===== src/rtl/oam_dma.sv =====
// Sprite OAM DMA engine: a CPU write to TRIG_ADDR halts the CPU and copies one
// 256-byte page to the OAM data port as alternating read/write bus cycles.
module oam_dma #(
    parameter int                    ADDR_WIDTH = 16,
    parameter int                    REG_WIDTH  = 8,
    parameter logic [ADDR_WIDTH-1:0] TRIG_ADDR  = 16'h4014,
    parameter logic [ADDR_WIDTH-1:0] OAM_ADDR   = 16'h2004
) (
    input  logic                  clk,
    input  logic                  reset,
    input  logic [ADDR_WIDTH-1:0] cpu_addr,
    input  logic [REG_WIDTH-1:0]  cpu_dout,
    input  logic                  cpu_we,
    input  logic [REG_WIDTH-1:0]  mem_din,
    output logic                  cpu_rdy,
    output logic                  dma_active,
    output logic [ADDR_WIDTH-1:0] dma_addr,
    output logic                  dma_we,
    output logic [REG_WIDTH-1:0]  dma_dout,
    output logic                  dma_done
);

    typedef enum logic [2:0] {
        IDLE,
        HALT,
        ALIGN,
        READ,
        WRITE
    } state_t;

    state_t                 state;
    logic                   parity;
    logic [REG_WIDTH-1:0]   page;
    logic [7:0]             idx;
    logic [REG_WIDTH-1:0]   data_reg;
    logic                   trigger;

    function automatic logic [ADDR_WIDTH-1:0] page_addr(input logic [REG_WIDTH-1:0] p,
                                                        input logic [7:0]           i);
        return ADDR_WIDTH'({p, i});
    endfunction

    assign trigger  = cpu_we && (cpu_addr == TRIG_ADDR);

    // The write data is the captured byte, presented only while the strobe is up.
    assign dma_dout = dma_we ? data_reg : '0;

    // NOTE: all state and output registers use non-blocking assignments so every
    // branch below sees the values from the start of the cycle, not partial updates.
    always_ff @(posedge clk) begin
        if (reset) begin
            state      <= IDLE;
            parity     <= 1'b0;
            page       <= '0;
            idx        <= '0;
            data_reg   <= '0;
            cpu_rdy    <= 1'b1;
            dma_active <= 1'b0;
            dma_addr   <= '0;
            dma_we     <= 1'b0;
            dma_done   <= 1'b0;
        end else begin
            parity   <= ~parity;
            dma_done <= 1'b0;

            case (state)
                IDLE: begin
                    if (trigger) begin
                        page       <= cpu_dout;
                        idx        <= '0;
                        state      <= HALT;
                        cpu_rdy    <= 1'b0;
                        dma_active <= 1'b1;
                        // Dummy cycles park the bus on the first source byte of the page.
                        dma_addr   <= page_addr(cpu_dout, 8'h00);
                    end
                end

                HALT: begin
                    state <= parity ? ALIGN : READ;
                end

                ALIGN: begin
                    state <= READ;
                end

                READ: begin
                    data_reg <= mem_din;
                    state    <= WRITE;
                    dma_addr <= OAM_ADDR;
                    dma_we   <= 1'b1;
                end

                WRITE: begin
                    dma_we <= 1'b0;
                    if (idx == 8'hFF) begin
                        state      <= IDLE;
                        dma_done   <= 1'b1;
                        cpu_rdy    <= 1'b1;
                        dma_active <= 1'b0;
                        dma_addr   <= '0;
                    end else begin
                        idx      <= idx + 8'd1;
                        state    <= READ;
                        dma_addr <= page_addr(page, idx + 8'd1);
                    end
                end

                default: begin
                    state      <= IDLE;
                    cpu_rdy    <= 1'b1;
                    dma_active <= 1'b0;
                    dma_addr   <= '0;
                    dma_we     <= 1'b0;
                end
            endcase
        end
    end

endmodule


===== config.mk =====
export PLATFORM = sky130hd
export DESIGN_NAME = oam_dma
export DESIGN_NICKNAME = d
export VERILOG_FILES = /design/src/rtl/oam_dma.sv
export SDC_FILE = /design/constraint.sdc
export NUM_CORES = 1
export LEC_CHECK = 0
export BUFFER_PORTS_ARGS = -buffer_cell sky130_fd_sc_hd__buf_2
export CAP_MARGIN = 40
export CORE_MARGIN = 8
export CORE_UTILIZATION = 40
export CTS_CLUSTER_SIZE = 16
export DETAILED_ROUTE_END_ITERATION = 12
export SETUP_SLACK_MARGIN = 0.3
export SLEW_MARGIN = 30
export SYNTH_ARGS = -nofsm -noshare
export SYNTH_HDL_FRONTEND = slang
export SYNTH_SLANG_ARGS = --single-unit

===== constraint.sdc =====
create_clock -name clk -period 2.6 [get_ports clk]
set_input_delay 0.39 -clock clk [delete_from_list [all_inputs] [get_ports clk]]
set_output_delay 0.39 -clock clk [all_outputs]
set_load 0.02 [all_outputs]

## After elaboration in Yosys (flattened, before gate mapping)

Index checks and enable logic that the tools add are counted.
W data, S select, Z words.

| word-level totals | value |
|---|---|
| bits in registers | 48 |
| input bits | 35 |
| output and inout bits | 28 |
| logic and storage cells | 54 |

| operators by class | value |
|---|---|
| add/sub/neg operators | 1 |
| equality and inequality tests | 9 |
| muxes and demuxes | 19 |
| bitwise operators | 4 |
| reductions and logical operators | 11 |

Operator list:

| kind | number |
|---|---|
| $pmux W16 S4 | 1 |
| $mux W16 | 2 |
| $mux W8 | 3 |
| $eq A16 B15 Y1 const B | 1 |
| $pmux W8 S2 | 1 |
| $pmux W3 S5 | 1 |
| $add A8 B1 Y8 const B | 1 |
| $eq A8 B8 Y1 const B | 1 |
| $eq A3 B2 Y1 const B | 2 |
| $mux W1 | 6 |
| $ne A2 B2 Y1 const B | 3 |
| $pmux W1 S3 | 2 |
| $reduce_and A3 Y1 | 2 |
| $reduce_or A3 Y1 | 2 |
| $not A1 Y1 | 4 |
| $reduce_and A2 Y1 | 2 |
| $reduce_or A2 Y1 | 2 |
| $eq A3 B1 Y1 const B | 1 |
| $eq A3 B3 Y1 const B | 1 |
| $logic_not A3 Y1 | 1 |
| $mux W3 | 1 |
| $mux W2 | 1 |
| $pmux W1 S2 | 1 |
| $reduce_bool A2 Y1 | 1 |
| $logic_and A1 B1 Y1 | 1 |

## Logic depth before layout (Yosys ltp)

Gate-level depths: netlist of run 1.

| logic depth | value |
|---|---|
| depth after elaboration | 4 |
| depth in mapped cells | 6 |
| mapped depth without buffers | 5 |

## Least setup slack after synthesis of run 1

Ideal clock, no wire load.

| path | value |
|---|---|
| path type | input to register |
| start | input port cpu_addr[13] |
| end | register idx[6] |
| library setup time | 0.128 ns |
| arrival time | 1.490 ns |
| data required time | 2.472 ns |
| path slack | 0.982 ns |
| stages on the path | 6 |
| path buffers | 2 |
| cells stage by stage | nor4b_1 nand3_1 nor3_1 buf_2 buf_4 o21ai_0 |

| between the ends | value |
|---|---|
| longest elaborated chain between the ends | 4 |

RTL lines:

| element | line | RTL |
|---|---|---|
| from (decl) | 11 | `input logic [ADDR_WIDTH-1:0] cpu_addr,` |
| $eq A16 B15 Y1 | 43 | `assign trigger = cpu_we && (cpu_addr == TRIG_ADDR);` |
| $logic_and A1 B1 Y1 | 43 |  |
| $ne A2 B2 Y1 (no line) | -- |  |
| $reduce_and A3 Y1 (no line) | -- |  |
| to (signal assigned) | 103 | `idx <= idx + 8'd1;` |
| to (decl) | 34 | `logic [7:0] idx;` |

Every way passes these cells.
A chain may end at the register's enable or synchronous reset.

## Final worst setup path of run 1

| path | value |
|---|---|
| start | register idx[0] |
| end | register dma_addr[13] |

| between the ends | value |
|---|---|
| longest elaborated chain between the ends | 3 |

RTL lines:

| element | line | RTL |
|---|---|---|
| $eq A8 B8 Y1 | 96 | `if (idx == 8'hFF) begin` |
| $mux W16 | 96 |  |
| $pmux W16 S4 | 66 | `case (state)` |
| to (signal assigned) | 75 | `dma_addr <= page_addr(cpu_dout, 8'h00);` |
| to (signal assigned) | 105 | `dma_addr <= page_addr(page, idx + 8'd1);` |
| to (decl) | 17 | `output logic [ADDR_WIDTH-1:0] dma_addr,` |

Every way passes these cells.

==> flow_summary.toml, run 1 <==
[status]
status = "complete, no violations"

[timing]
grt_setup_unrepaired = "no"
tns_ps = 0
min_period_over_period_pct = 73.0
setup_viol_count_final = 0
min_period_ps = 1900
hold-worst-slack_ps = 326
maxSlewViolCount = 0
fmax_mhz = 527
slew_headroom_pct = 55.0
tightest_slew_ps = 670
fin_skew_ps = 3.24
hold_viol_final = 0

[die]
fp.dieW_microns = 90.7
dieHeight_microns = 90.7
io_pins = 63
num_rows = 27
die_area_sq_um = 8230
start_util_pct = 41.1
core-area_sq_um = 5440

[routing]
wl_met1_microns = 2700
avgRoutedWirePerCell_microns = 13.8
totalWireLength_microns = 5560
wl_met2_microns = 2530
dr_wl_met3_microns = 276
ant_nets = 0
routed.top_layer = "met4"
dr.pass1.iters = 4
drc = 0
viasPerCell = 5.04
dr.first_iter.drc_count = 157
vias = 2030

[critical_path]
worstSetupPathType = "reg2reg"
cp-start-kind = "register"
endpoint_kind = "register"
worstPathMaxFanout = 10
worstPathArrival_ps = 2060
critPathRequiredTime_ps = 2770

[grt]
overflow = 0
grt_max_degree = 25
groute.usage.overall_pct = 14.0
grt_pass1_wl_microns = 9660
antenna_found_initial = 0
grt_pass1_vias = 2028

[placed_design]
io_buffers = 62
post-dp-hpwl_microns = 4040
dpl.cell_count = 396
dpl_cell_area_sq_um = 2610
gp_congestion = 0.837

[clocking]
post_cts_buffers = 0
clk_path_buf_depth = 2
clk_latency_ps = 290
post_cts_resize_count = 0
cts_tree = "yes"
cts_buffers = 5
clk_pin_slew_ps = 80
ctsHoldBuffers = 0
cts_root_buffer = "clkbuf_8"
clkSinkCount = 48
cts_max_level = 2

[cells_and_area]
largest_reg_flops = 16
nets = 367
final_cell_area_sq_um = 2680
antenna_cells = 0
fin_cells = 403
drive_gt1_share_pct = 25.7
largest_register = "dma_addr"
synthToLayoutAreaGrowth_pct = 20.2

[logic_synthesis]
syn_area_sq_um = 2230
synth_edf_count = 0
ys_ff_latch = 48
synth_area_per_cell_sq_um = 8.15
async_flop_share_pct = 0
synth_flop_cell = "dfxtp_1"
synthCells = 274
synth_nets = 310
synth_cell_types = 47
yosys_warnings = 0
synth-seq-area-share_pct = 43.0

[power_and_ir_drop]
power_density_nw_per_um2 = 500
peakVddDrop_mv = 0.253
p_leak_nw = 1.15

[job]
maxCapViolations = 0

[hold_path]
hold_class = "in2reg"
[path summary, 6_finish.rpt]
check              from           end  slack [ps]  depth (start not counted)
min          mem_din[7]   data_reg[7]         330                          3
min reg2reg      parity        parity         420                          1
max              idx[0]  dma_addr[13]         700                          5
max reg2reg      idx[0]  dma_addr[13]         700                          5
[synthesized netlist by cell type, types with 3 or more instances]
cell type  instances  area, sq um
nand3_1           14         70.1
nor3_1             6         30.0
mux2i_1           15          150
a31o_2             3         26.3
o22ai_1            3         18.8
nor2b_1            8         50.1
nor2_1            12         45.0
o21ai_0           15         75.1
clkbuf_1          10         37.5
a21oi_1           20          100
xor2_1             3         26.3
nand2_1           57          214
inv_1              5         18.8
buf_2              5         25.0
o21ai_1            5         25.0
and2_1             9         56.3
dfxtp_1           48          961
[cells in the final DEF (no fill, tap or decap), types with 2 or more instances in the layout]
cell,synthesis,routed
xor2_1,3,3
nor2b_1,8,8
o32ai_1,2,2
nor3b_1,2,2
xnor2_1,2,2
a21oi_1,20,20
and3_1,2,2
nand2_1,57,57
inv_1,5,5
buf_4,1,6
clkbuf_8,0,5
a31o_2,3,3
nor2_1,12,12
and2_1,9,9
nor3_1,6,5
nand4_1,2,2
mux2i_1,15,15
o21ai_1,5,5
nand3_1,14,14
o22ai_1,3,3
o21ai_0,15,15
dfxtp_1,48,48
buf_2,5,62
[cell families (layout without fill, tap and decap cells)]
logic type / Yosys count / in the layout / synth area share (%)
AND/OR/NAND/NOR: 122 / 122 / 26.5
AO/OA/AOI/OAI: 60 / 60 / 16.9
flip-flops: 48 / 48 / 43.0
multiplexers: 15 / 15 / 6.72
adder cells (fa/ha/maj): 1 / 1 / 0.560
XOR/XNOR: 5 / 5 / 1.96
buffers and inverters: 23 / 80 / 4.31
[per-layer routing]
metal	vias to the layer above	track usage (%)
li1	1065	-
met1	907	17.4
met2	53	22.7
met3	5	3.91
met4	0	4.30
met5	-	0
[where the power goes]
part | internal, W | total [W] | switching [W]
sequential | 0.000746 | 0.000768 | 0.0000217
clock | 0.000183 | 0.000418 | 0.000235
combinational | 0.0000729 | 0.000157 | 0.0000839
total | 0.00100 | 0.00134 | 0.000341
[metrics by stage]
step	total power [W]	utilization (%)	setup slack, ps
after floorplan	0.000886	-	982
after global placement	0.000939	47.9	785
after detailed placement	0.000942	47.9	763
after CTS	0.00136	49.3	745
after global routing	0.00141	49.3	578
final	0.00134	49.3	701
[area by class of cell]
type | count | area [sq um]
clock buffer | 6 | 72.6
multi-input combinational | 203 | 1180
fill | 552 | 2760
sequential | 48 | 961
timing repair buffer | 68 | 355
clock inverter | 1 | 5.00
inverter | 5 | 18.8
tap | 72 | 90.1
[worst max-delay path, stage by stage, from the launching register on]
cell	delay [ps]
dfxtp_1	410
ha_1	270
and4_1	490
nand2_1	180
a41oi_1	320
a211oi_2	100
No activity file was read; power rests on OpenSTA's default activity.
==> run 2, diff against run 1 <==
--- a/config.mk
+++ b/config.mk
@@ -11,6 +11,7 @@
 export CORE_UTILIZATION = 40
 export CTS_CLUSTER_SIZE = 16
 export DETAILED_ROUTE_END_ITERATION = 12
+export PLACE_DENSITY = 0.66
 export SETUP_SLACK_MARGIN = 0.3
 export SLEW_MARGIN = 30
 export SYNTH_ARGS = -nofsm -noshare
==> constraint.sdc (replaced) <==
create_clock -name clk -period 1.6 [get_ports clk]
set_input_delay 0.24 -clock clk [delete_from_list [all_inputs] [get_ports clk]]
set_output_delay 0.24 -clock clk [all_outputs]
set_load 0.02 [all_outputs]
==> flow_summary.toml, run 2 (synthesized netlist as in run 1, its figures left out) <==
[timing]
maxSlewViolCount = 0
hold-worst-slack_ps = 171
tns_ps = 0
fmax_mhz = 643
worst_slack_ps = 44.0
min_period_ps = 1560
setup_viol_count_final = 0
grt_setup_unrepaired = "yes"
min_period_over_period_pct = 97.2
tightest_slew_ps = 436
slew_headroom_pct = 70.9
hold_viol_final = 0
fin_skew_ps = 3.85

[cells_and_area]
final_common_cell = "buf_2"
nets = 398
drive_gt1_share_pct = 39.4
largest_register = "dma_addr"
final_cell_mix = "59 x buf_2, 57 x nand2_1, 42 x dfxtp_1"
largest_reg_flops = 16
antenna_cells = 0
final_cell_area_sq_um = 3240
synthToLayoutAreaGrowth_pct = 44.9

[clocking]
cts_buffers = 5
cts_root_buffer = "clkbuf_8"
cts_max_level = 2
clk_latency_ps = 290
clk_pin_slew_ps = 90
ctsHoldBuffers = 0
cts_tree = "yes"
clk_path_buf_depth = 2
clkSinkCount = 48

[placed_design]
post-place-ws_ps = -86.9
io_buffers = 62
post-dp-hpwl_microns = 4250
gp_congestion = 0.812
dpl_cell_area_sq_um = 2830

[critical_path]
cp_slowest_cell = "or3_4"
endpoint_kind = "register"
critical_path.max_stage_delay_ps = 390
cp-start-kind = "register"
worstPathArrival_ps = 1730
cp_cell_sequence = "or3_4, buf_6, nor3_4, buf_6, buf_6, buf_16, o21ai_0"
path_common_cell = "buf_6"
worstSetupPathType = "reg2reg"
critPathRequiredTime_ps = 1780
worstPathMaxFanout = 9

[power_and_ir_drop]
p_leak_nw = 1.42
peakVddDrop_mv = 0.564
total_power_w = 0.00249
power_density_nw_per_um2 = 771

[routing]
drc = 0
totalWireLength_microns = 6330
dr.pass1.iters = 4
vias = 2192
viasPerCell = 5.04
avgRoutedWirePerCell_microns = 14.6
ant_nets = 0
dr.first_iter.drc_count = 113

[die]
io_pins = 63
start_util_pct = 41.1
core-area_sq_um = 5440
die_area_sq_um = 8230
dieHeight_microns = 90.7
num_rows = 27
fp.dieW_microns = 90.7

[grt]
grt_pass1_wl_microns = 10100
grt-busiest-layer = "met2"
grt_use_met1_pct = 16.3
grt_pass1_vias = 2214
groute.usage.overall_pct = 14.6
overflow = 0
gr-usage-met2_pct = 25.1
grt_max_degree = 42
antenna_found_initial = 0
grt_use_met3_pct = 4.57

[status]
status = "complete, no violations"

[hold_path]
hold_class = "in2reg"

[job]
maxCapViolations = 0
[run 2: final cells by class]
class	instances	area, sq um
fillers	496	2200
multi-input cells	203	1340
flip-flops and latches	48	971
repair buffers	99	704
well taps	72	90.1
clock buffers	5	68.8
clock inverters	3	42.5
inverters	5	18.8
[run 2: metal layers]
layer	part of all wire (%)	up-vias
li1	-	1128
met1	43	1009
met2	50	44
met3	4.9	11
met4	1.8	0
met5	0	-
[run 2: path summary, 6_finish.rpt]
path              startpoint          end  slack [ps]  cells after the start
setup / recovery    state[2]       idx[7]          40                      7
hold reg to reg       parity       parity         420                      1
hold / removal    mem_din[2]  data_reg[2]         170                      3
setup reg to reg    state[2]       idx[7]          40                      7
[run 2: stage by stage]
step           util, %  instances
2_1_floorplan        -        274
3_3_place_gp      52.0        415
3_5_place_dp      52.0        415
4_1_cts           57.3        430
5_1_grt           59.5        435
6_report          59.5        435
[run 2: report_power, final]
| part | total (W) | switching [W] | internal (W) |
|---|---|---|---|
| registers | 0.00122 | 0.0000119 | 0.00121 |
| clock network | 0.000872 | 0.000409 | 0.000463 |
| logic | 0.000398 | 0.000208 | 0.000190 |
| total | 0.00249 | 0.000629 | 0.00187 |
[run 2: what timing repair did]
action,4_1_cts,5_1_grt
cloned,1,1
endpoints found under the setup margin,45,52
pin swaps,18,5
setup buffers,6,4
resized for setup,24,18
[run 2: worst max-delay path, delay by kind of cell (launching register included)]
kind / cells / cell delay [ps]
flops: 1 / 340
buf+inv: 4 / 520
compound gates: 1 / 70
simple gates: 2 / 500
